<file path="src/rtl/apb_slv_pkg.sv">
// Shared definitions for the APB register completer.
//   state_t     : completer FSM encoding (IDLE, SETUP, ACCESS)
//   CNT_W       : width of the wait-state counter (covers 0..7)
//   DEFAULT_ID  : reset value of the ID_VALUE parameter (read-only register 0)
//   idx_width() : bits needed to index a bank of n word registers
package apb_slv_pkg;

    typedef enum logic [1:0] {
        IDLE   = 2'd0,
        SETUP  = 2'd1,
        ACCESS = 2'd2
    } state_t;

    localparam int unsigned CNT_W = 3;

    localparam logic [31:0] DEFAULT_ID = 32'hA5B0_0001;

    function automatic int unsigned idx_width(input int unsigned n);
        return (n <= 2) ? 1 : $clog2(n);
    endfunction

endpackage

</file>
<file path="src/rtl/apb_reg_slave_if.sv">
// APB bus between the AHB-to-APB bridge (master) and one completer (slave).
//   Pselx[2:0]   : peripheral selects from the bridge
//   Penable      : access-phase strobe
//   Pwrite       : 1 = write, 0 = read
//   Paddr[31:0]  : byte address
//   Pwdata[31:0] : write data
//   Prdata[31:0] : read data from the completer
//   Pready       : transfer completes while high
//   Pslverr      : error response, qualified by Pready
interface apb_reg_slave_if;

    logic [2:0]  Pselx;
    logic        Penable;
    logic        Pwrite;
    logic [31:0] Paddr;
    logic [31:0] Pwdata;
    logic [31:0] Prdata;
    logic        Pready;
    logic        Pslverr;

    modport master (
        output Pselx, Penable, Pwrite, Paddr, Pwdata,
        input  Prdata, Pready, Pslverr
    );

    modport slave (
        input  Pselx, Penable, Pwrite, Paddr, Pwdata,
        output Prdata, Pready, Pslverr
    );

endinterface

</file>
<file path="src/rtl/apb_slv_regbank.sv">
// Word register bank for the APB completer.
//   Hclk, Hresetin : clock, asynchronous active-high reset (clears registers 1..NUM_REGS-1)
//   we, widx, wdata: write port; writes to index 0 are discarded
//   ridx, rdata    : combinational read port; index 0 returns ID_VALUE
module apb_slv_regbank
    import apb_slv_pkg::*;
#(
    parameter int unsigned  NUM_REGS = 8,
    parameter logic [31:0]  ID_VALUE = DEFAULT_ID,
    localparam int unsigned IW       = idx_width(NUM_REGS)
) (
    input  logic          Hclk,
    input  logic          Hresetin,
    input  logic          we,
    input  logic [IW-1:0] widx,
    input  logic [31:0]   wdata,
    input  logic [IW-1:0] ridx,
    output logic [31:0]   rdata
);

    // Entry 0 is never written and never read; it is kept so the array
    // indexes directly with the register index.
    logic [31:0] regs [NUM_REGS];

    always_ff @(posedge Hclk or posedge Hresetin) begin
        if (Hresetin) begin
            for (int i = 0; i < int'(NUM_REGS); i++) begin
                regs[i] <= '0;
            end
        end else if (we && (widx != '0)) begin
            regs[widx] <= wdata;
        end
    end

    always_comb begin
        rdata = (ridx == '0) ? ID_VALUE : regs[ridx];
    end

endmodule

</file>
<file path="src/rtl/apb_reg_slave.sv">
// APB completer terminating one Pselx line with a small register bank and
// WAIT_STATES Pready-low cycles per access phase.
//   Hclk     : clock
//   Hresetin : asynchronous active-high reset
//   bus      : APB slave modport (Pselx/Penable/Pwrite/Paddr/Pwdata in,
//              Prdata/Pready/Pslverr out, all outputs straight from flops)
// Build option APB_SLV_ERR_EN: when defined, misaligned, out-of-range and
// register-0 write accesses complete with Pslverr=1; otherwise Pslverr is 0.
module apb_reg_slave
    import apb_slv_pkg::*;
#(
    parameter int unsigned SEL_BIT     = 0,
    parameter int unsigned NUM_REGS    = 8,
    parameter int unsigned WAIT_STATES = 1,
    parameter logic [31:0] ID_VALUE    = DEFAULT_ID
) (
    input  logic           Hclk,
    input  logic           Hresetin,
    apb_reg_slave_if.slave bus
);

    localparam int unsigned IW = idx_width(NUM_REGS);
    localparam logic [6:0]  NREGS7 = 7'(NUM_REGS);
    // The SETUP-state cycle is already the first access cycle, so ACCESS
    // only has to cover the remaining WAIT_STATES-1 wait cycles.
    localparam logic [CNT_W-1:0] CNT_LOAD =
        (WAIT_STATES == 0) ? '0 : CNT_W'(WAIT_STATES - 1);

    state_t           state_q;
    logic [CNT_W-1:0] cnt_q;
    logic [IW-1:0]    idx_q;
    logic             wr_q;
    logic             bad_q;
    logic [31:0]      wdata_q;
    logic             pready_q;
    logic [31:0]      prdata_q;
    logic             pslverr_q;

    logic          sel;
    logic [IW-1:0] live_idx;
    logic          live_bad;
    logic [IW-1:0] cur_idx;
    logic          cur_wr;
    logic          cur_bad;
    logic [31:0]   rd_value;
    logic [31:0]   rdata_resp;
    logic          err_resp;
    logic          we;
    logic          unused_bits;

    assign sel         = bus.Pselx[SEL_BIT];
    assign unused_bits = ^{bus.Pselx, bus.Paddr[31:8]};

    // Misaligned, or word index beyond the bank (full 6-bit index field).
    assign live_idx = bus.Paddr[IW+1:2];
    assign live_bad = (bus.Paddr[1:0] != 2'b00) || ({1'b0, bus.Paddr[7:2]} >= NREGS7);

    // In IDLE the response is prepared from the live setup-phase bus (only
    // used when WAIT_STATES=0); afterwards only the captured copy is used.
    always_comb begin
        if (state_q == IDLE) begin
            cur_idx = live_idx;
            cur_wr  = bus.Pwrite;
            cur_bad = live_bad;
        end else begin
            cur_idx = idx_q;
            cur_wr  = wr_q;
            cur_bad = bad_q;
        end
        rdata_resp = (!cur_wr && !cur_bad) ? rd_value : '0;
`ifdef APB_SLV_ERR_EN
        err_resp = cur_bad || (cur_wr && (cur_idx == '0));
`else
        err_resp = 1'b0;
`endif
    end

    // Commit at the edge closing the Pready cycle of a live transfer.
    assign we = pready_q && wr_q && sel && bus.Penable && !bad_q;

    always_ff @(posedge Hclk or posedge Hresetin) begin
        if (Hresetin) begin
            state_q   <= IDLE;
            cnt_q     <= '0;
            idx_q     <= '0;
            wr_q      <= 1'b0;
            bad_q     <= 1'b0;
            wdata_q   <= '0;
            pready_q  <= 1'b0;
            prdata_q  <= '0;
            pslverr_q <= 1'b0;
        end else begin
            pready_q  <= 1'b0;
            prdata_q  <= '0;
            pslverr_q <= 1'b0;
            unique case (state_q)
                IDLE: begin
                    if (sel && !bus.Penable) begin
                        state_q <= SETUP;
                        idx_q   <= live_idx;
                        wr_q    <= bus.Pwrite;
                        bad_q   <= live_bad;
                        wdata_q <= bus.Pwdata;
                        if (WAIT_STATES == 0) begin
                            pready_q  <= 1'b1;
                            prdata_q  <= rdata_resp;
                            pslverr_q <= err_resp;
                        end
                    end
                end
                SETUP: begin
                    if (pready_q) begin
                        state_q <= IDLE;
                    end else if (sel && bus.Penable) begin
                        state_q <= ACCESS;
                        cnt_q   <= CNT_LOAD;
                        if (WAIT_STATES == 1) begin
                            pready_q  <= 1'b1;
                            prdata_q  <= rdata_resp;
                            pslverr_q <= err_resp;
                        end
                    end else begin
                        state_q <= IDLE;
                    end
                end
                ACCESS: begin
                    if (pready_q || !sel || !bus.Penable) begin
                        state_q <= IDLE;
                    end else begin
                        cnt_q <= cnt_q - CNT_W'(1);
                        if (cnt_q == CNT_W'(1)) begin
                            pready_q  <= 1'b1;
                            prdata_q  <= rdata_resp;
                            pslverr_q <= err_resp;
                        end
                    end
                end
                default: state_q <= IDLE;
            endcase
        end
    end

    apb_slv_regbank #(
        .NUM_REGS (NUM_REGS),
        .ID_VALUE (ID_VALUE)
    ) u_regbank (
        .Hclk     (Hclk),
        .Hresetin (Hresetin),
        .we       (we),
        .widx     (idx_q),
        .wdata    (wdata_q),
        .ridx     (cur_idx),
        .rdata    (rd_value)
    );

    assign bus.Prdata  = prdata_q;
    assign bus.Pready  = pready_q;
    assign bus.Pslverr = pslverr_q;

endmodule

</file>
<file path="src/flat_wrapper.sv">
// flat-port wrapper written by rule: the top's interface ports become plain ports
module apb_reg_slave_flat import apb_slv_pkg::*;
#(
    parameter int unsigned SEL_BIT     = 0,
    parameter int unsigned NUM_REGS    = 8,
    parameter int unsigned WAIT_STATES = 1,
    parameter logic [31:0] ID_VALUE    = DEFAULT_ID
)
  (Hclk, Hresetin, bus_Pselx, bus_Penable, bus_Pwrite, bus_Paddr, bus_Pwdata, bus_Prdata, bus_Pready, bus_Pslverr);
  apb_reg_slave_if bus_i ();
  input  logic Hclk;
  input  logic Hresetin;
  input wire logic [$bits(bus_i.Pselx)-1:0] bus_Pselx;
  input wire logic [$bits(bus_i.Penable)-1:0] bus_Penable;
  input wire logic [$bits(bus_i.Pwrite)-1:0] bus_Pwrite;
  input wire logic [$bits(bus_i.Paddr)-1:0] bus_Paddr;
  input wire logic [$bits(bus_i.Pwdata)-1:0] bus_Pwdata;
  output wire logic [$bits(bus_i.Prdata)-1:0] bus_Prdata;
  output wire logic [$bits(bus_i.Pready)-1:0] bus_Pready;
  output wire logic [$bits(bus_i.Pslverr)-1:0] bus_Pslverr;
  assign bus_i.Pselx = bus_Pselx;
  assign bus_i.Penable = bus_Penable;
  assign bus_i.Pwrite = bus_Pwrite;
  assign bus_i.Paddr = bus_Paddr;
  assign bus_i.Pwdata = bus_Pwdata;
  assign bus_Prdata = bus_i.Prdata;
  assign bus_Pready = bus_i.Pready;
  assign bus_Pslverr = bus_i.Pslverr;
  apb_reg_slave #(.SEL_BIT(SEL_BIT), .NUM_REGS(NUM_REGS), .WAIT_STATES(WAIT_STATES), .ID_VALUE(ID_VALUE)) u_core (.Hclk(Hclk), .Hresetin(Hresetin), .bus(bus_i));
endmodule
</file>
<file path="config.mk">
export PLATFORM = sky130hd
export DESIGN_NAME = apb_reg_slave_flat
export DESIGN_NICKNAME = d
export VERILOG_FILES = /design/src/rtl/apb_slv_pkg.sv /design/src/rtl/apb_reg_slave_if.sv /design/src/rtl/apb_slv_regbank.sv /design/src/rtl/apb_reg_slave.sv /design/src/flat_wrapper.sv
export SDC_FILE = /design/constraint.sdc
export NUM_CORES = 1
export LEC_CHECK = 0
export BUFFER_PORTS_ARGS = -buffer_cell sky130_fd_sc_hd__buf_4
export CORE_ASPECT_RATIO = 1.2
export CORE_UTILIZATION = 45
export DETAILED_ROUTE_END_ITERATION = 6
export PLACE_DENSITY = 0.72
export SLEW_MARGIN = 20
export SYNTH_ARGS = -nofsm -noshare
export SYNTH_HDL_FRONTEND = slang
export SYNTH_SLANG_ARGS = --single-unit
</file>
<file path="constraint.sdc">
create_clock -name Hclk -period 10.92 [get_ports Hclk]
set_input_delay 0 -clock Hclk [delete_from_list [all_inputs] [get_ports Hclk]]
set_output_delay 0 -clock Hclk [all_outputs]
set_load 0.01 [all_outputs]
</file>
* After elaboration in Yosys (flattened, before gate mapping)
Index checks and enable logic that the tools add are counted.
Widths: inputs -> output; s select.
** Storage, ports and cells
- Output and inout bits :: 34
- Logic and storage cells :: 86
- Bits in registers :: 331
** Operators by class
- Muxes and demuxes :: 30
- Add/sub/neg operators :: 1
- Magnitude comparators :: 4
- Reduce and logical (&&, ||, !) cells :: 25
- Equal/unequal tests :: 8
- Bitwise logic cells :: 2
** Operator list (count)
- $mux 32 :: 9
- $bwmux 256 :: 1
- $bmux 32 s3 :: 1
- $demux 32 s3 :: 1
- $pmux 32 s2 :: 1
- $mux 3 :: 4
- $logic_and 1x1->1 :: 9
- $ge 4x4->1 const B :: 2
- $mux 2 :: 4
- $not 3->4 :: 2
- $ge 6x4->1 const B :: 1
- $mux 1 :: 6
- $ne 2x2->1 const B :: 3
- $pmux 2 s3 :: 1
- $pmux 3 s2 :: 1
- $logic_not 1->1 :: 5
- $lt 4x1->1 const B :: 1
- $ne 2x1->1 const B :: 2
- $reduce_and 2->1 :: 2
- $reduce_and 4->1 :: 1
- $reduce_bool 2->1 :: 2
- $eq 3x1->1 const B :: 1
- $logic_not 3->1 :: 1
- $logic_or 1x1->1 :: 3
- other kinds (6) :: 6

* Depth between registers and ports, before layout
- Depth after elaboration :: 11
- Depth in mapped cells :: 9
- Mapped depth without buffers :: 6

* By module
A second synthesis with hierarchy kept.
** Unflattened totals
- Cells, all modules :: 893
- Area total of the unflattened synthesis :: 13495.4 µm²
** By module, submodules not included
- apb_slv_regbank :: instances 1, area each 10516.3 µm², cells an instance 686, seq. area each 5605.4 µm²
- apb_reg_slave :: instances 1, area each 2979.1 µm², cells an instance 207, seq. area each 1876.8 µm²

* Least setup slack after synthesis
OpenSTA, ideal clock, no wires.
- Kind :: register to register
- Start :: register u_core.state_q[0]
- End :: register u_core.prdata_q[10], in the netlist u_core.bus.Prdata[10]
- Clock period less this slack :: 2.014 ns
- Setup slack :: 8.906 ns
- Stages on the path, launching flop included :: 9
- Path buffers :: 2
- Arrival time :: 1.948 ns
- Library setup time :: 0.066 ns
- Cell sequence :: dfrtp_1 > inv_1 > ha_1 > buf_6 > or4b_4 > o32ai_4 > o211a_4 > buf_6 > and3_1
** Between the ends
- Longest elaborated chain between the ends :: 11
** RTL lines
- start, declared :: line apb_reg_slave.sv:29 : state_t state_q;
- start signal, assigned :: line apb_reg_slave.sv:83 : state_q <= IDLE;
- start signal, assigned :: line apb_reg_slave.sv:99 : state_q <= SETUP;
- start signal, assigned :: line apb_reg_slave.sv:113 : state_q <= IDLE;
- $logic_not 2->1 :: line apb_reg_slave.sv:61 : if (state_q == IDLE) begin
- $mux 3 :: line apb_reg_slave.sv:61
- $not 3->4 (not written as such) :: line apb_slv_regbank.sv:36 : rdata = (ridx == '0) ? ID_VALUE : regs[ridx];
- $bmux 32 s3 :: line apb_slv_regbank.sv:36
- $mux 32 (not written as such) (2 in a row) :: line apb_slv_regbank.sv:36
- $mux 32 :: line apb_slv_regbank.sv:36
- $mux 32 :: line apb_reg_slave.sv:70 : rdata_resp = (!cur_wr && !cur_bad) ? rd_value : '0;
- $mux 32, on equally long branches :: line apb_reg_slave.sv:131, apb_reg_slave.sv:114
- $mux 32, on equally long branches :: line apb_reg_slave.sv:127, apb_reg_slave.sv:112
- $pmux 32 s2 * :: line apb_reg_slave.sv:96 : unique case (state_q)
- end signal, assigned :: line apb_reg_slave.sv:106 : prdata_q <= rdata_resp;
- end signal, assigned :: line apb_reg_slave.sv:119 : prdata_q <= rdata_resp;
- end signal, assigned :: line apb_reg_slave.sv:133 : prdata_q <= rdata_resp;
- end, declared :: line apb_reg_slave.sv:36 : logic [31:0] prdata_q;
Every way passes the cells marked *; elsewhere a longest branch is shown, timed or not. The select of a mux whose other input is x is not followed.
A chain may end at the register's enable or synchronous reset.

* Worst setup path after layout
- Start :: register u_core.state_q[0]
- End :: register u_core.prdata_q[24], in the netlist u_core.bus.Prdata[24]
Same word-level chain as after synthesis.

==> results.json <==
{
  "maxSlewHeadroom": 0.298,
  "timing.fmax_mhz": 276,
  "worst_ep_required_time_ns": 11.27,
  "synth_mux_area_frac": 0.249,
  "core_um2": 29900,
  "power_frac_clock": 0.335,
  "drive_gt1_frac": 0.381,
  "ios": 105,
  "drt-total-wl_um": 30100,
  "finalWeightedCongestion": 0.769,
  "synth-xor-area-share": 0,
  "layout_commonest_cell": "dfrtp_1",
  "cap_violations": 0,
  "min_period_ns": 3.62,
  "p_leak_nw": 7.88,
  "antenna_found_initial": 0,
  "fillers": 2524,
  "rsz0062_at_grt": "no",
  "final_cell_mix": "323 x dfrtp_1, 260 x mux2_2, 103 x nand2_1",
  "vdd_drop_max_mv": 0.179,
  "fin_crit_sh": 0.332,
  "seqPwrFrac": 0.433,
  "status": "completed",
  "io_buffers": 77,
  "worst_pin_slew_ns": 1.05,
  "firstDrtPassIters": 4,
  "ys_warn_count": 0,
  "vias": 8463,
  "cts_root_buf": "clkbuf_16",
  "die_area_um2": 31300,
  "rows": 69,
  "netlist_area_um2": 13800,
  "fin_nets": 1167,
  "antennaDiodeCount": 0,
  "tritoncts": "yes",
  "regToRegStartpoint": "u_core.state_q[0]",
  "cts_max_level": 2,
  "setup_viol": 0,
  "synth-compound-area-share": 0.0686,
  "clkTransAtPathRegs_ns": 0.06,
  "synth-simple-area-share": 0.0569,
  "avgRoutedWirePerCell_um": 20.0,
  "cts_sinks": 323,
  "reg2reg_depth": 8,
  "ys_types": 45,
  "clock_latency_ns": 0.53,
  "finalHoldViolCount": 0,
  "powerDensity_nw_per_um2": 215,
  "arrival_ns": 3.97,
  "cts_made_buffers": 34,
  "areaGrowthSynthToFinish_pct": 17.5,
  "start_util": 0.460,
  "die_h_um": 194,
  "viasPerCell": 5.63,
  "synth_top_family_by_area": "multiplexers",
  "endpoint_kind": "flop",
  "avgSynthCellArea_um2": 13.6,
  "synthCells": 1008,
  "initialDrtViolationCount": 588,
  "cts_resized": 0,
  "clk_path_buf_depth": 3,
  "utilization": 0.541,
  "switchingPower_mw": 1.12,
  "comb_power_share": 0.233,
  "synth_seq_cells": 323,
  "drc": 0,
  "syn-num-nets": 1085,
  "endpoint": "u_core.bus.Prdata[24]",
  "reg2reg_slack_ns": 7.30,
  "grt_max_degree": 89,
  "criticalPathCategory": "reg -> reg",
  "die_w_um": 162,
  "grt_overflow_total": 0,
  "grt_usage": 0.199,
  "switching_share": 0.322,
  "crit_path_start_kind": "flop",
  "maxSlewViolCount": 0,
  "grt_pass1_wl_um": 48700,
  "post-cts-setup-buffers": 0,
  "p_int_mw": 2.36,
  "synth-adder-area-share": 0.00546,
  "path_max_fanout": 63,
  "fin_tns_setup_ns": 0,
  "fin_skew_ns": 0.0284,
  "grt_pass1_vias": 8737,
  "hold_class": "in -> reg",
  "r2r-end": "u_core.bus.Prdata[24]",
  "dp_hpwl_um": 16200,
  "hold_buffers": 41,
  "yosysSeqAreaShare": 0.588,
  "finalPower_mw": 3.48,
  "critPathLaunch": "u_core.state_q[0]",
  "postRouteAntennaNets": 0
}
-- sequential cells by signal, indices dropped and copies added, names as in the netlist --
register	cells
u_core.u_regbank.regs	248
u_core.bus.Pready	1
u_core.cnt_q	3
u_core.wdata_q	32
u_core.bus.Prdata	32
u_core.state_q	2
u_core.wr_q	1
u_core.idx_q	3
u_core.bad_q	1
-- stage by stage --
step	setup slack (ns)	instances	hold WS (ns)	area, um^2
2_1_floorplan	1.98	1008	0.151	13800
3_3_place_gp	7.36	1403	0.0933	14600
3_5_place_dp	7.35	1403	0.0912	14600
4_1_cts	7.32	1504	0.0290	16200
5_1_grt	7.04	1504	0.0488	16200
6_report	7.30	1504	0.0514	16200
-- layout make-up --
cell class	count	area, um^2	area share
sequential	323	8080	0.500
multi-input combinational	589	5290	0.327
timing repair buffer	135	1130	0.0697
clock buffer	49	987	0.0611
tap	390	488	0.0302
clock inverter	11	154	0.00952
inverter	7	33.8	0.00209
-- synth_stat cells (all sizes together) --
master     n  area share
a2111oi    5      0.0044
a21oi      5      0.0018
a221oi     3      0.0019
a22o       1     0.00064
a32o       1     0.00073
a32oi     49       0.032
and3      25       0.011
and3b      5      0.0032
and4b      1     0.00073
buf       45       0.018
clkbuf    44       0.012
conb       1     0.00027
dfrtp    323        0.59
ha         6      0.0055
inv        7      0.0019
mux2     261        0.21
mux2i     49       0.036
nand2    104       0.029
nand2b     1     0.00046
nand3      3      0.0011
nand3b     4      0.0022
nor2       9      0.0025
nor2b      1     0.00046
nor3       1     0.00036
nor3b      4      0.0036
o211a      2      0.0020
o211ai     3      0.0016
o21ai      8      0.0029
o21bai    10      0.0055
o221ai    16       0.010
o22ai      4      0.0018
o32a       1     0.00073
o32ai      2      0.0026
or2        2     0.00091
or3        1     0.00046
or4b       1      0.0010
-- critical path, stage by stage, from the launching register on --
cell and delay, ns:
dfrtp_1 0.39, inv_1 0.12, ha_1 0.28, mux2i_4 0.25, buf_4 0.58, buf_4 0.80, o21ai_1 0.52, o211ai_1 0.35
a221oi_1 0.08
-- worst min path at each step --
stage | startpoint | to | cells after the start
after floorplan | bus_Pwdata[23] | u_core.wdata_q[23] | 1
after global placement | Hresetin | u_core.wdata_q[20] | 2
after detailed placement | Hresetin | u_core.wdata_q[20] | 2
after CTS | bus_Pselx[0] | u_core.state_q[1] | 4
after global routing | bus_Paddr[6] | u_core.bus.Prdata[0] | 5
final | bus_Pselx[0] | u_core.state_q[1] | 4
-- power by group through the flow --
| stage | Combinational, mW | Clock [mW] | Sequential, mW |
|---|---|---|---|
| 2_1_floorplan | 0.597 | 0 | 1.45 |
| 3_3_place_gp | 0.781 | 0 | 1.51 |
| 3_5_place_dp | 0.789 | 0 | 1.52 |
| 4_1_cts | 0.805 | 1.19 | 1.50 |
| 5_1_grt | 0.870 | 1.24 | 1.53 |
| 6_report | 0.809 | 1.16 | 1.50 |
-- logic make-up (layout without fill, tap and decap cells) --
group	after synthesis	in the layout
buffers and inverters	96	202
and+or+nand+nor	162	162
other	1	1
muxes	310	310
AOI/OAI and AO/OA	110	110
adders and majority gates	6	6
DFF	323	323
-- layer usage --
metal | GRT usage | vias to the layer above | routed length, um
li1 | - | 3793 | -
met1 | 0.285 | 4425 | 13700
met2 | 0.314 | 203 | 14400
met3 | 0.0296 | 42 | 1430
met4 | 0.0580 | 0 | 597
met5 | 0 | - | 0
Note: power is estimated with default switching activity, not from simulation.
